===== src/rtl/nx_ia_arb_pkg.sv =====
// Purpose : shared types and constants for the indirect-access memory arbiter.
// Latency : n/a (package only).
// Backpressure: n/a (package only).
//
// Contents: read-return tag struct, port-id width helper, legal RD_LATENCY range.
package nx_ia_arb_pkg;

    localparam int RD_LATENCY_MIN = 1;
    localparam int RD_LATENCY_MAX = 4;

    // Tags carry a fixed-width port id sized for the largest legal port count,
    // so one struct type serves every N_HW_PORTS configuration.
    localparam int MAX_HW_PORTS = 8;
    localparam int TAG_ID_W     = 3;

    typedef struct packed {
        logic                valid;
        logic                is_sw;
        logic [TAG_ID_W-1:0] id;
    } arb_tag_t;

    // Width of an index into n ports; never zero so a single port still
    // gets a real (constant) pointer register.
    function automatic int port_id_width(input int n);
        return (n > 1) ? $clog2(n) : 1;
    endfunction

endpackage


===== src/rtl/nx_rr_arbiter.sv =====
// Purpose : N-way round-robin arbiter with rotating pointer and a lock override.
// Latency : grant is combinational from req; pointer advances on the clock after a grant.
// Backpressure: requesters hold req until granted; lock=1 withholds every grant and freezes the pointer.
//
// Ports: clk, rst_n, req[N] (requests), lock (suppress all grants), gnt[N] (one-hot grant).
module nx_rr_arbiter
    import nx_ia_arb_pkg::*;
#(
    parameter int N = 2
) (
    input  logic         clk,
    input  logic         rst_n,
    input  logic [N-1:0] req,
    input  logic         lock,
    output logic [N-1:0] gnt
);

    localparam int PW = port_id_width(N);

    logic [PW-1:0] ptr_q;
    logic [PW-1:0] cand;
    logic [PW-1:0] win_idx;
    logic          found;

    // Search upward from the pointer, wrapping; the first asserted request wins.
    always_comb begin
        gnt     = '0;
        found   = 1'b0;
        win_idx = '0;
        cand    = '0;
        for (int off = 0; off < N; off++) begin
            cand = PW'((int'(ptr_q) + off) % N);
            if (!found && !lock && req[cand]) begin
                gnt[cand] = 1'b1;
                found     = 1'b1;
                win_idx   = cand;
            end
        end
    end

    // The pointer moves only when a grant is actually issued, so a locked
    // cycle leaves the rotation exactly where it was.
    always_ff @(posedge clk or negedge rst_n) begin
        if (!rst_n) begin
            ptr_q <= '0;
        end else if (found) begin
            ptr_q <= (win_idx == PW'(N - 1)) ? '0 : win_idx + 1'b1;
        end
    end

endmodule


===== src/rtl/nx_ia_mem_arbiter.sv =====
// Purpose : shares one single-port memory between N hardware requesters and the software indirect-access port.
// Latency : command registered onto mem_* 1 cycle after grant; read data returns 1+RD_LATENCY cycles after grant.
// Backpressure: losers hold their request until granted; software is lowest priority until yield, then absolute.
//
// Ports: sw_* / yield / grant / rsp / sw_rdat  - software indirect-access side
//        hw_req/hw_we/hw_add/hw_wdat/hw_gnt/hw_rvalid/hw_rdat - hardware datapath side (flat packed per port)
//        mem_cs/mem_we/mem_add/mem_wdat/mem_rdat - memory pins
//        sw_stall_cnt / stat_clr - software lost-arbitration counter
// Build option: define NX_IA_ARB_STATS_EN to build the stall counter; otherwise sw_stall_cnt is tied to 0.
module nx_ia_mem_arbiter
    import nx_ia_arb_pkg::*;
#(
    parameter  int N_HW_PORTS  = 2,
    parameter  int N_ENTRIES   = 1024,
    parameter  int N_DATA_BITS = 32,
    parameter  int RD_LATENCY  = 1,
    localparam int AW          = $clog2(N_ENTRIES),
    localparam int DW          = N_DATA_BITS
) (
    input  logic                     clk,
    input  logic                     rst_n,
    // software indirect-access port
    input  logic                     sw_cs,
    input  logic                     sw_we,
    input  logic [AW-1:0]            sw_add,
    input  logic [DW-1:0]            sw_wdat,
    input  logic                     yield,
    output logic                     grant,
    output logic                     rsp,
    output logic [DW-1:0]            sw_rdat,
    // hardware requesters
    input  logic [N_HW_PORTS-1:0]    hw_req,
    input  logic [N_HW_PORTS-1:0]    hw_we,
    input  logic [N_HW_PORTS*AW-1:0] hw_add,
    input  logic [N_HW_PORTS*DW-1:0] hw_wdat,
    output logic [N_HW_PORTS-1:0]    hw_gnt,
    output logic [N_HW_PORTS-1:0]    hw_rvalid,
    output logic [DW-1:0]            hw_rdat,
    // memory pins
    output logic                     mem_cs,
    output logic                     mem_we,
    output logic [AW-1:0]            mem_add,
    output logic [DW-1:0]            mem_wdat,
    input  logic [DW-1:0]            mem_rdat,
    // statistics
    output logic [15:0]              sw_stall_cnt,
    input  logic                     stat_clr
);

    if (RD_LATENCY < RD_LATENCY_MIN || RD_LATENCY > RD_LATENCY_MAX) begin : g_bad_latency
        $error("nx_ia_mem_arbiter: RD_LATENCY out of range");
    end
    if (N_HW_PORTS < 1 || N_HW_PORTS > MAX_HW_PORTS) begin : g_bad_ports
        $error("nx_ia_mem_arbiter: N_HW_PORTS out of range");
    end

    localparam int DEPTH = RD_LATENCY + 1;

    logic                sw_win;
    logic                sw_lock;
    logic                any_gnt;
    logic                win_we;
    logic [AW-1:0]       win_add;
    logic [DW-1:0]       win_wdat;
    logic [TAG_ID_W-1:0] win_id;
    arb_tag_t            push_tag;
    arb_tag_t            pop_tag;
    arb_tag_t            tag_q [DEPTH];

    // Software takes the cycle when it has yielded-priority, or when no
    // hardware port is asking. The lock keeps the hardware arbiter quiet (and
    // its pointer frozen) during a yield win.
    assign sw_lock = sw_cs & yield;
    assign sw_win  = sw_cs & (yield | ~(|hw_req));
    assign grant   = sw_win;

    nx_rr_arbiter #(
        .N (N_HW_PORTS)
    ) u_rr (
        .clk   (clk),
        .rst_n (rst_n),
        .req   (hw_req),
        .lock  (sw_lock),
        .gnt   (hw_gnt)
    );

    assign any_gnt = sw_win | (|hw_gnt);

    // Winner operand select; hw_gnt is one-hot so at most one port matches.
    always_comb begin
        win_we   = sw_we;
        win_add  = sw_add;
        win_wdat = sw_wdat;
        win_id   = '0;
        if (!sw_win) begin
            win_we   = 1'b0;
            win_add  = '0;
            win_wdat = '0;
            for (int i = 0; i < N_HW_PORTS; i++) begin
                if (hw_gnt[i]) begin
                    win_we   = hw_we[i];
                    win_add  = hw_add[i*AW +: AW];
                    win_wdat = hw_wdat[i*DW +: DW];
                    win_id   = TAG_ID_W'(i);
                end
            end
        end
    end

    // Command register: address/data hold when idle, cs/we drop to 0.
    always_ff @(posedge clk or negedge rst_n) begin
        if (!rst_n) begin
            mem_cs   <= 1'b0;
            mem_we   <= 1'b0;
            mem_add  <= '0;
            mem_wdat <= '0;
        end else if (any_gnt) begin
            mem_cs   <= 1'b1;
            mem_we   <= win_we;
            mem_add  <= win_add;
            mem_wdat <= win_wdat;
        end else begin
            mem_cs   <= 1'b0;
            mem_we   <= 1'b0;
        end
    end

    // Tag pipeline: stage k holds the tag of the grant issued k+1 cycles ago,
    // so the last stage lines up with mem_rdat for that read.
    always_comb begin
        push_tag       = '0;
        push_tag.valid = any_gnt & ~win_we;
        push_tag.is_sw = sw_win;
        push_tag.id    = win_id;
    end

    always_ff @(posedge clk or negedge rst_n) begin
        if (!rst_n) begin
            for (int k = 0; k < DEPTH; k++) begin
                tag_q[k] <= '0;
            end
        end else begin
            tag_q[0] <= push_tag;
            for (int k = 1; k < DEPTH; k++) begin
                tag_q[k] <= tag_q[k-1];
            end
        end
    end

    assign pop_tag = tag_q[DEPTH-1];

    // Return steering: data buses are zero except in the pulse cycle.
    always_comb begin
        rsp       = pop_tag.valid & pop_tag.is_sw;
        sw_rdat   = rsp ? mem_rdat : '0;
        hw_rvalid = '0;
        hw_rdat   = '0;
        if (pop_tag.valid && !pop_tag.is_sw) begin
            hw_rdat = mem_rdat;
            for (int i = 0; i < N_HW_PORTS; i++) begin
                hw_rvalid[i] = (pop_tag.id == TAG_ID_W'(i));
            end
        end
    end

`ifdef NX_IA_ARB_STATS_EN
    logic [15:0] stall_q;

    // Counts every cycle software is asking but not granted; clear wins.
    always_ff @(posedge clk or negedge rst_n) begin
        if (!rst_n) begin
            stall_q <= '0;
        end else if (stat_clr) begin
            stall_q <= '0;
        end else if (sw_cs && !grant && (stall_q != 16'hFFFF)) begin
            stall_q <= stall_q + 16'd1;
        end
    end

    assign sw_stall_cnt = stall_q;
`else
    logic unused_stat_clr;
    assign unused_stat_clr = stat_clr;
    assign sw_stall_cnt    = '0;
`endif

endmodule


===== config.mk =====
export PLATFORM = sky130hd
export DESIGN_NAME = nx_ia_mem_arbiter
export DESIGN_NICKNAME = d
export VERILOG_FILES = /design/src/rtl/nx_ia_arb_pkg.sv /design/src/rtl/nx_rr_arbiter.sv /design/src/rtl/nx_ia_mem_arbiter.sv
export SDC_FILE = /design/constraint.sdc
export NUM_CORES = 1
export LEC_CHECK = 0
export BUFFER_PORTS_ARGS = -buffer_cell sky130_fd_sc_hd__buf_2
export CAP_MARGIN = 15
export CORE_AREA = 2 2 114 116
export CTS_CLUSTER_DIAMETER = 200
export DETAILED_ROUTE_END_ITERATION = 7
export DIE_AREA = 0 0 116 118
export PLACE_DENSITY = 0.61
export SLEW_MARGIN = 0
export SYNTH_ARGS = -nofsm -noshare
export SYNTH_HDL_FRONTEND = slang
export SYNTH_SLANG_ARGS = --single-unit

===== constraint.sdc =====
create_clock -name clk -period 3.4 [get_ports clk]
set_input_delay 0.17 -clock clk [delete_from_list [all_inputs] [get_ports clk]]
set_output_delay 0.17 -clock clk [all_outputs]
set_load 0.005 [all_outputs]

======== After elaboration in Yosys (flattened, before gate mapping) ========
Cells that the tools add are included.
cells by class
  $add $sub $neg .......................... 2
  order comparisons ....................... 4
  eq/ne operators ......................... 1
  mux-type cells .......................... 31
  bitwise gates (word level) .............. 9
  reduce and logical (&&, ||, !) cells .... 12
operators by type and width
  operator             count
  $mux 32              5
  $mux 10              3
  $mux 1               18
  $logic_and 1x1->1    6
  $mux 2               3
  $and 1x1->1          4
  $lt 1x2->1 const B   2
  $reduce_or 2->1      2
  $eq 3x1->1 const B   1
  $logic_not 1->1      3
  $logic_not 3->1      1
  $add 1x1->1 const B  2
  $demux 1 s1          2
  $ge 1x1->1 const B   2
  $not 1->1            2
  $or 1x1->1           2
  $or 2x2->2           1
word-level totals
  register bits after elaboration ......... 55
  input port bits ......................... 168
  output and inout port bits .............. 130
  logic and storage cells ................. 70

======== Logic depth before layout (Yosys ltp) ========
Gate-level depths: netlist (run 1).
  depth in word-level cells ............... 13
  mapped depth ............................ 6
  mapped depth without buffers ............ 4

======== Cells and area by module ========
From an unflattened synthesis (run 1), not the netlist that was laid out.
second synthesis, totals
  cell total of the unflattened synthesis .. 321
  area, all modules ....................... 3291.9 µm²
by module, submodules not included
  module             instances  cells each  area an instance (µm²)  seq. area each (µm²)
  nx_ia_mem_arbiter  1          313         3210.6                  1251.2
  nx_rr_arbiter      1          8           81.3                    25.0

======== Worst setup path before layout (run 1) ========
OpenSTA, ideal clock, no wires.
  kind .................................... flip-flop to output port
  from .................................... register (tool-made name)
  to ...................................... output port hw_gnt[1]
  data arrival time ....................... 1.048 ns
  required time ........................... 3.230 ns
  path slack .............................. 2.182 ns
  cell stages (with the launch flop) ...... 5
  buffers on the path ..................... 2
  cell sequence ........................... dfrtp_1 -> nand2b_2 -> buf_6 -> buf_2 -> and3_1
RTL lines
  element    RTL line                 text
  to (decl)  nx_ia_mem_arbiter.sv:36  output logic [N_HW_PORTS-1:0] hw_gnt,

======== Final worst setup path (run 1) ========
  from .................................... register tag_q, in the netlist pop_tag[4]
  to ...................................... output port hw_rdat[2]
between the ends
  word-level cells in the longest chain between the ends .. 2
ends and longest elaborated chain
  element                            RTL line                  text
  from (decl)                        nx_ia_mem_arbiter.sv:68   arb_tag_t tag_q [DEPTH];
  from (signal, indexed assignment)  nx_ia_mem_arbiter.sv:145  tag_q[k] <= tag_q[k-1];
  $logic_and 1x1->1                  nx_ia_mem_arbiter.sv:158  if (pop_tag.valid && !pop_tag.is_sw) begin
  $mux 32                            nx_ia_mem_arbiter.sv:158
  to (decl)                          nx_ia_mem_arbiter.sv:38   output logic [DW-1:0] hw_rdat,
No other way between the ends.

==> results of run 1 <==
==> cells in the final DEF, fill, tap and decap left out <==
| cell type | count |
|---|---|
| nand2b_2 | 1 |
| conb_1 | 16 |
| a21oi_1 | 3 |
| a32o_1 | 3 |
| and2b_1 | 1 |
| nand4_1 | 39 |
| o21ai_0 | 34 |
| inv_1 | 3 |
| o2bb2ai_4 | 1 |
| nor2_1 | 43 |
| o21ai_1 | 8 |
| o31a_1 | 1 |
| o211a_1 | 1 |
| nor3_1 | 1 |
| a21boi_4 | 1 |
| a31oi_1 | 40 |
| nand2b_1 | 1 |
| dfrtp_1 | 51 |
| inv_8 | 1 |
| buf_2 | 280 |
| and3_1 | 34 |
| and4b_1 | 1 |
| and2_1 | 35 |
| nand3_1 | 39 |
| buf_4 | 5 |
| a222oi_1 | 4 |
| nor2b_1 | 1 |
| bufinv_16 | 2 |
| buf_16 | 2 |
| clkbuf_16 | 5 |
| nor3_4 | 1 |
| dlygate4sd3_1 | 1 |
| nand2_1 | 8 |
==> worst max path at each step <==
stage                          start           end  cells after the start
final                     pop_tag[4]    hw_rdat[2]                      3
after global routing      pop_tag[4]    hw_rdat[2]                      3
after CTS                 pop_tag[4]    hw_rdat[2]                      3
after detailed placement   hw_req[1]    mem_add[2]                      5
after global placement     hw_req[1]  mem_wdat[26]                      5
after floorplan            flip-flop     hw_gnt[1]                      4
==> metal layers <==
layer / up-vias / share of wire (%) / global-route usage, %
met2: 220 / 51 / 33.7
met5: - / 0 / 0
met4: 0 / 1.1 / 4.46
met3: 12 / 7.8 / 3.55
met1: 2016 / 40 / 21.7
li1: 1993 / - / -
==> synthesized netlist by cell type (6+ instances only) <==
library cell  number  area (µm²)
buf_2             19        95.1
buf_4             20         150
nand4_1           39         244
nand2_1            8        30.0
a31oi_1           40         250
buf_6              6        67.6
o21ai_0           34         170
nor2_1            43         161
and3_1            34         213
dfrtp_1           51        1280
o21ai_1            8        40.0
clkbuf_1          19        71.3
and2_1            35         219
nand3_1           39         195
==> power groups by stage <==
stage	registers, mW	logic [mW]	clock network, mW
after floorplan	0.744	0.288	0
after global placement	0.747	0.540	0
after detailed placement	0.752	0.548	0
after CTS	0.741	0.551	0.687
after global routing	0.753	0.611	0.714
final	0.741	0.550	0.667
==> cells by family after synthesis <==
| logic type | synth area share (%) |
|---|---|
| other | 0.110 |
| AO/OA/AOI/OAI | 17.9 |
| AND/OR/NAND/NOR | 32.9 |
| flip-flops | 37.4 |
| buffers and inverters | 11.6 |
==> state kept, by name (all words and copies together) (netlist names), named ones only <==
register,cells
mem_wdat,32
mem_cs,1
mem_we,1
tag_q,3
pop_tag,3
mem_add,10
==> worst max-delay path: stages, from the launching register on <==
cell and delay (ns):
dfrtp_1 0.83, and2b_1 0.72, and2_1 0.23, buf_2 0.11
==> timing repair <==
| item | 4_1_cts | 5_1_grt |
|---|---|---|
| hold buffers | 1 | 0 |
| setup buffers | 0 | 0 |
| hold endpoints to repair | 24 | 0 |
==> per-stage QoR <==
step	hold slack [ns]	worst slack (ns)
after floorplan	-0.126	2.18
after global placement	0.202	1.32
after detailed placement	0.223	1.29
after CTS	0.130	1.04
after global routing	0.136	0.832
final	0.138	1.05
==> cell type report <==
cell class	count	area, µm²
clock buffer	5	125
inverter	3	11.3
tap	172	215
multi-input combinational	317	1790
sequential	51	1280
fill	1312	7420
clock inverter	3	71.3
timing repair buffer	288	1500
==> impl_metrics.tcl, run 1 <==
set metrics [dict create \
    run_status "finished, final reports clean" \
    vdd_drop_max_mv 0.261 \
    pwr-share-clk_pct 34.1 \
    hp-start "hw_wdat[0]" \
    r2r_slack_ns 1.41 \
    path_class "reg2out" \
    fmax_mhz 425 \
    synth-seq-cells 51 \
    wl_per_cell_um 15.9 \
    core-area_um2 12400 \
    synth-main-ff-cell "dfrtp_1" \
    std_cell_rows 41 \
    cts_buffers 5 \
    period_share_pct 69.2 \
    grt_first_pass_wirelength_um 20200 \
    antenna_cells 0 \
    instances_no_fill 839 \
    drc_errors 0 \
    p_sw_mw 0.591 \
    dpl.hpwl_um 9890 \
    ctsResizeCount 0 \
    r2r-end "tag_q[9]" \
    yosysWarnings 0 \
    placed_cell_area_um2 4760 \
    yosysUniqueCellTypes 30 \
    yosysSeqAreaShare_pct 37.4 \
    rsz0062_at_grt "no" \
    cts_buffer_depth 2 \
    max-slew-margin-rel_pct 29.7 \
    antenna_found_initial 0 \
    htree_levels 2 \
    seqPwrFrac_pct 37.8 \
    synth_area_per_cell_um2 8.11 \
    vias_per_cell 5.05 \
    synth_area_um2 3410 \
    timing.setup.tns_ns 0 \
    nets 834 \
    grt_overflow 0 \
    ios 298 \
    grt_max_degree 50 \
    finalSetupViolCount 0 \
    dieArea_um2 13700 \
    die_h_um 118 \
    powerDensity_nw_per_um2 392 \
    drv_slew 0 \
    num_vias 4241 \
    worst_setup_path_start_kind "flip-flop" \
    cts_tree "built" \
    sw_frac_of_total_pct 30.2 \
    io_buffers 280 \
    ant_nets 0 \
    routed_wl_um 13400 \
    crit_path_end_kind "output pin" \
    fin_util_pct 40.2 \
    holdCritPathClass "in2reg" \
    synth_edf_count 0 \
    clk_latency_ns 0.29 \
    synthArstFlopShare_pct 100 \
    syn2layout_area_growth_pct 46.6 \
    drive_gt1_share_pct 44.8 \
    power.total_mw 1.96 \
    cp_max_fo 34 \
    die_w_um 116 \
    place_inst 829 \
    cts.sinks 51 \
    fin_worst_skew_ns 0.00606 \
    combPwrFrac_pct 28.1 \
    cts_root_buffer "clkbuf_16" \
    cap_violations 0 \
    hold_viol_final 0 \
    min_to "mem_wdat[0]" \
    grt_util_all_layers_pct 18.4 \
    p_int_mw 1.37 \
    path_clk_slew_ns 0.08 \
    place_congestion 0.833 \
    leakagePower_nw 2.69 \
    netlist_instances 420 \
    holdPathStages 3 \
    drt_iter0_drc 333 \
    required_ns 3.23 \
    post-route-min-period_ns 2.35 \
    grt_pass1_vias 4009 \
    dr.pass1.iters 5 \
    arrival_ns 2.18 \
    fin_area_um2 5000 \
    ff2ff_path_depth 3 \
    initial_utilization_pct 27.5 \
    worst_pin_slew_ns 1.05 \
]
Power figures use the tool's default switching activity.
==> run 2: changes to the inputs <==
- CORE_AREA: 2 2 114 116 -> 2 2 115 117
- DIE_AREA: 0 0 116 118 -> 0 0 117 119
- PLACE_DENSITY: 0.61 -> 0.63
- clock period: 3.4 -> 2 ns (I/O delays scaled with it)
==> impl_metrics.tcl, run 2 (synthesis results as in run 1) <==
set metrics [dict create \
    run_status "finished, final reports clean" \
    syn2layout_area_growth_pct 47.8 \
    whs_ns 0.0654 \
    cts.sinks 51 \
    routed_wl_um 13500 \
    htree_levels 2 \
    grt_first_pass_wirelength_um 20200 \
    path_clk_slew_ns 0.07 \
    cp_max_fo 27 \
    crit_path_end_kind "output pin" \
    die_h_um 119 \
    largest_register_ffs 32 \
    antenna_found_initial 1 \
    post-route-min-period_ns 1.71 \
    final_cell_mix "buf_2 (280), dfrtp_1 (51), nor2_1 (43), a31oi_1 (40)" \
    rsz0062_at_grt "no" \
    worst_setup_path_start_kind "flip-flop" \
    die_w_um 117 \
    vias_per_cell 4.96 \
    leakagePower_nw 2.71 \
    dr.pass1.iters 6 \
    nets 843 \
    drc_errors 0 \
    place_congestion 0.779 \
    regMostFlops "mem_wdat" \
    ff2ff_path_depth 4 \
    core-area_um2 12900 \
    required_ns 1.90 \
    min_to "mem_wdat[2]" \
    drt_iter0_drc 282 \
    drive_gt1_share_pct 45.6 \
    holdPathStages 3 \
    r2r-end "mem_add[6]" \
    vdd_drop_max_mv 0.259 \
    drv_slew 0 \
    arrival_ns 1.61 \
    finalSetupViolCount 0 \
    grt_max_degree 43 \
    wl_per_cell_um 15.8 \
    grt_overflow 0 \
    period_share_pct 85.5 \
    powerDensity_nw_per_um2 642 \
    placed_cell_area_um2 4850 \
    fin_area_um2 5040 \
    ios 298 \
    path_class "reg2out" \
    worst_pin_slew_ns 0.934 \
    dieArea_um2 13900 \
    r2r_slack_ns 0.57 \
    ant_nets 0 \
    final_common_cell "buf_2" \
    holdCritPathClass "in2reg" \
    timing.setup.tns_ns 0 \
    clk_latency_ns 0.29 \
    cts_buffers 5 \
    hold_viol_final 0 \
    largestRegisters "mem_wdat: 32 flops, mem_add: 10 flops" \
    fin_worst_skew_ns 0.00179 \
    grt_pass1_vias 3949 \
    initial_utilization_pct 26.5 \
    cts_buffer_depth 2 \
    fmax_mhz 585 \
    hp-start "hw_wdat[2]" \
    grt_util_all_layers_pct 18.4 \
    io_buffers 280 \
    nFillCells 1396 \
    ctsResizeCount 0 \
    dpl.hpwl_um 9980 \
    max-slew-margin-rel_pct 37.6 \
    cts_tree "built" \
    num_vias 4236 \
    cts_root_buffer "clkbuf_16" \
    std_cell_rows 42 \
    cap_violations 0 \
]
## run 2: worst max path at each step
| stage | from | endpoint | slack, ns | cells after the start |
|---|---|---|---|---|
| final | flip-flop | hw_gnt[1] | 0.29 | 4 |
| after global routing | flip-flop | hw_gnt[1] | 0.18 | 4 |
| after CTS | flip-flop | hw_gnt[1] | 0.29 | 4 |
| after detailed placement | hw_req[1] | mem_wdat[25] | 0.32 | 4 |
| after global placement | hw_req[1] | mem_wdat[12] | 0.40 | 4 |
| after floorplan | flip-flop | mem_wdat[10] | 0.83 | 4 |
## run 2: layout make-up
cell class,instances,area [µm²],share of cell area [%]
well taps,176,220,4.37
clock buffers,6,139,2.76
flip-flops and latches,51,1280,25.3
repair buffers,297,1560,30.9
multi-input cells,317,1790,35.6
inverters,3,11.3,0.224
clock inverters,2,35.0,0.696
diodes,2,5.00,0.0994
## run 2: timing repair
action | CTS | global route
buffers inserted | 0 | 0
hold buffers | 1 | 0
endpoints found under the hold margin | 51 | 0
## run 2: worst max-delay path, cell delays in order, from the launching register on
cell	delay, ns
dfrtp_1	0.41
nand2b_2	0.27
buf_4	0.27
and3_1	0.23
buf_2	0.12
## run 2: routing by layer
| metal | global-route usage [%] | vias up | share of wire (%) |
|---|---|---|---|
| met1 | 21.2 | 1986 | 39 |
| met5 | 0 | - | 0 |
| met2 | 33.8 | 223 | 51 |
| met3 | 4.33 | 12 | 8.7 |
| met4 | 4.34 | 0 | 1.0 |
| li1 | - | 2015 | - |
## run 2: where the power goes
part / total (mW) / switching [mW] / leakage [nW] / internal [mW]
combinational: 0.979 / 0.529 / 2.02 / 0.450
clock: 1.02 / 0.394 / 0.0869 / 0.623
sequential: 1.23 / 0.0693 / 0.603 / 1.17
total: 3.23 / 0.993 / 2.71 / 2.24
## run 2: through the flow
stage,worst slack [ns],instances,power (mW),util [%]
after floorplan,0.828,435,1.75,-
after global placement,0.399,843,2.23,37.6
after detailed placement,0.318,843,2.24,37.6
after CTS,0.286,852,3.28,39.1
after global routing,0.184,853,3.43,39.1
final,0.291,854,3.23,39.1
==> run 3: changes to the inputs <==
- clock period: 2 -> 1.4 ns (I/O delays scaled with it)
==> impl_metrics.tcl, run 3 (synthesis results as in run 1) <==
set metrics [dict create \
    run_status "finished, final reports clean" \
    drive_gt1_share_pct 46.6 \
    die_h_um 119 \
    seqPwrFrac_pct 39.0 \
    layout_setup_ws_ns 0.0253 \
    die_w_um 117 \
    cts_root_buffer "clkbuf_16" \
    fin_worst_skew_ns 0.00537 \
    drc_errors 0 \
    crit_path_end_kind "output pin" \
    hp-start "hw_add[5]" \
    routed_wl_um 13800 \
    dieArea_um2 13900 \
    holdPathStages 3 \
    nFillCells 1376 \
    r2r_slack_ns 0.04 \
    vdd_drop_max_mv 0.405 \
    leakagePower_nw 2.79 \
    timing.setup.tns_ns 0 \
    antenna_cells 0 \
    regMostFlops "mem_wdat" \
    syn2layout_area_growth_pct 51.9 \
    std_cell_rows 42 \
    dp_slack_ns 0.0639 \
    post-route-min-period_ns 1.37 \
    fmax_mhz 727 \
    initial_utilization_pct 26.5 \
    dpl.hpwl_um 9820 \
    holdCritPathClass "in2reg" \
    cts_buffers 5 \
    largestRegisters "mem_wdat: 32 flops, mem_add: 10 flops" \
    pwr-share-clk_pct 27.1 \
    min_to "mem_add[5]" \
    grt_util_all_layers_pct 18.9 \
    arrival_ns 1.30 \
    vias_per_cell 4.94 \
    finalSetupViolCount 0 \
    num_vias 4261 \
    power.total_mw 4.52 \
    powerDensity_nw_per_um2 873 \
    combPwrFrac_pct 33.9 \
    grt_overflow 0 \
    grt_max_degree 52 \
    largest_register_ffs 32 \
    dr.pass1.iters 6 \
    io_buffers 280 \
    path_class "reg2out" \
    path_clk_slew_ns 0.07 \
    drt_iter0_drc 423 \
    final_common_cell "buf_2" \
    core-area_um2 12900 \
    cts_buffer_depth 2 \
    grt_pass1_vias 3873 \
    sw_frac_of_total_pct 32.1 \
    wl_per_cell_um 16.0 \
    rsz0062_at_grt "yes" \
    grt_first_pass_wirelength_um 20400 \
    nets 853 \
    ant_nets 0 \
    p_sw_mw 1.45 \
    htree_levels 2 \
    cts_tree "built" \
    drv_slew 0 \
    place_congestion 0.809 \
    worst_setup_path_start_kind "flip-flop" \
    clk_latency_ns 0.29 \
    antenna_found_initial 1 \
    cap_violations 0 \
    p_int_mw 3.07 \
    multi_input_area_um2 1810 \
    ff2ff_path_depth 4 \
    cp_max_fo 34 \
    cts.sinks 51 \
    final_cell_mix "buf_2 (280), dfrtp_1 (50), nor2_1 (43), a31oi_1 (40)" \
    whs_ns 0.0325 \
    required_ns 1.33 \
    r2r-end "mem_wdat[11]" \
    hold_viol_final 0 \
    ios 298 \
    period_share_pct 98.2 \
    regArea_um2 1280 \
]
-- run 3: cell types whose count changed in the layout (fill, tap and decap cells not counted), sizes merged --
cell      previous run  this run
bufbuf               0         1
nand2b               2         3
clkinvlp             0         2
buf                296       304
diode                2         0
bufinv               1         0
clkbuf               6         5
-- run 3: metrics by stage --
stage / instances / utilization (%) / cell area, µm²
after detailed placement: 849 / 38.4 / 4940
after CTS: 861 / 40.1 / 5170
after global routing: 862 / 40.2 / 5180
final: 862 / 40.2 / 5180
after global placement: 849 / 38.4 / 4940
after floorplan: 435 / - / 3460
-- run 3: repair_timing --
item	4_1_cts	5_1_grt
endpoints found under the hold margin	51	0
setup buffers	2	1
gates resized for setup	3	2
pin swaps	0	1
hold buffers	1	0
cloned	2	0
setup endpoints to repair	1	40
-- run 3: worst max-delay path, cell delays in order, from the launching register on --
cell and delay [ns]:
dfrtp_1 0.37, and2b_1 0.23, buf_12 0.17, nor2b_1 0.13
buf_2 0.12
-- run 3: layout make-up --
type / count / share of cell area [%]
flip-flops and latches: 51 / 24.7
clock buffers: 5 / 2.42
repair buffers: 306 / 33.1
multi-input cells: 318 / 34.9
clock inverters: 3 / 0.387
well taps: 176 / 4.25
inverters: 3 / 0.217
-- run 3: routing by layer --
| metal | part of all wire [%] | up-vias | global-route usage, % |
|---|---|---|---|
| li1 | - | 2033 | - |
| met1 | 39 | 1985 | 22.5 |
| met2 | 52 | 232 | 34.7 |
| met3 | 8.2 | 11 | 3.82 |
| met4 | 0.84 | 0 | 3.46 |
| met5 | 0 | - | 0 |
-- run 3: worst max-delay path by stage --
stage / from / endpoint / cells past startpoint
finish: pop_tag[3] / hw_rvalid[0] / 4
global route: pop_tag[3] / hw_rdat[22] / 4
CTS: flip-flop / hw_gnt[0] / 4
detailed placement: flip-flop / hw_gnt[1] / 4
global placement: flip-flop / hw_gnt[1] / 4
floorplan: flip-flop / mem_wdat[10] / 4
-- run 3: power by group through the flow --
| stage | logic, mW | registers (mW) | clock network, mW |
|---|---|---|---|
| 2_1_floorplan | 0.699 | 1.81 | 0 |
| 3_3_place_gp | 1.46 | 1.78 | 0 |
| 3_5_place_dp | 1.46 | 1.79 | 0 |
| 4_1_cts | 1.53 | 1.77 | 1.27 |
| 5_1_grt | 1.71 | 1.79 | 1.33 |
| 6_report | 1.53 | 1.76 | 1.23 |
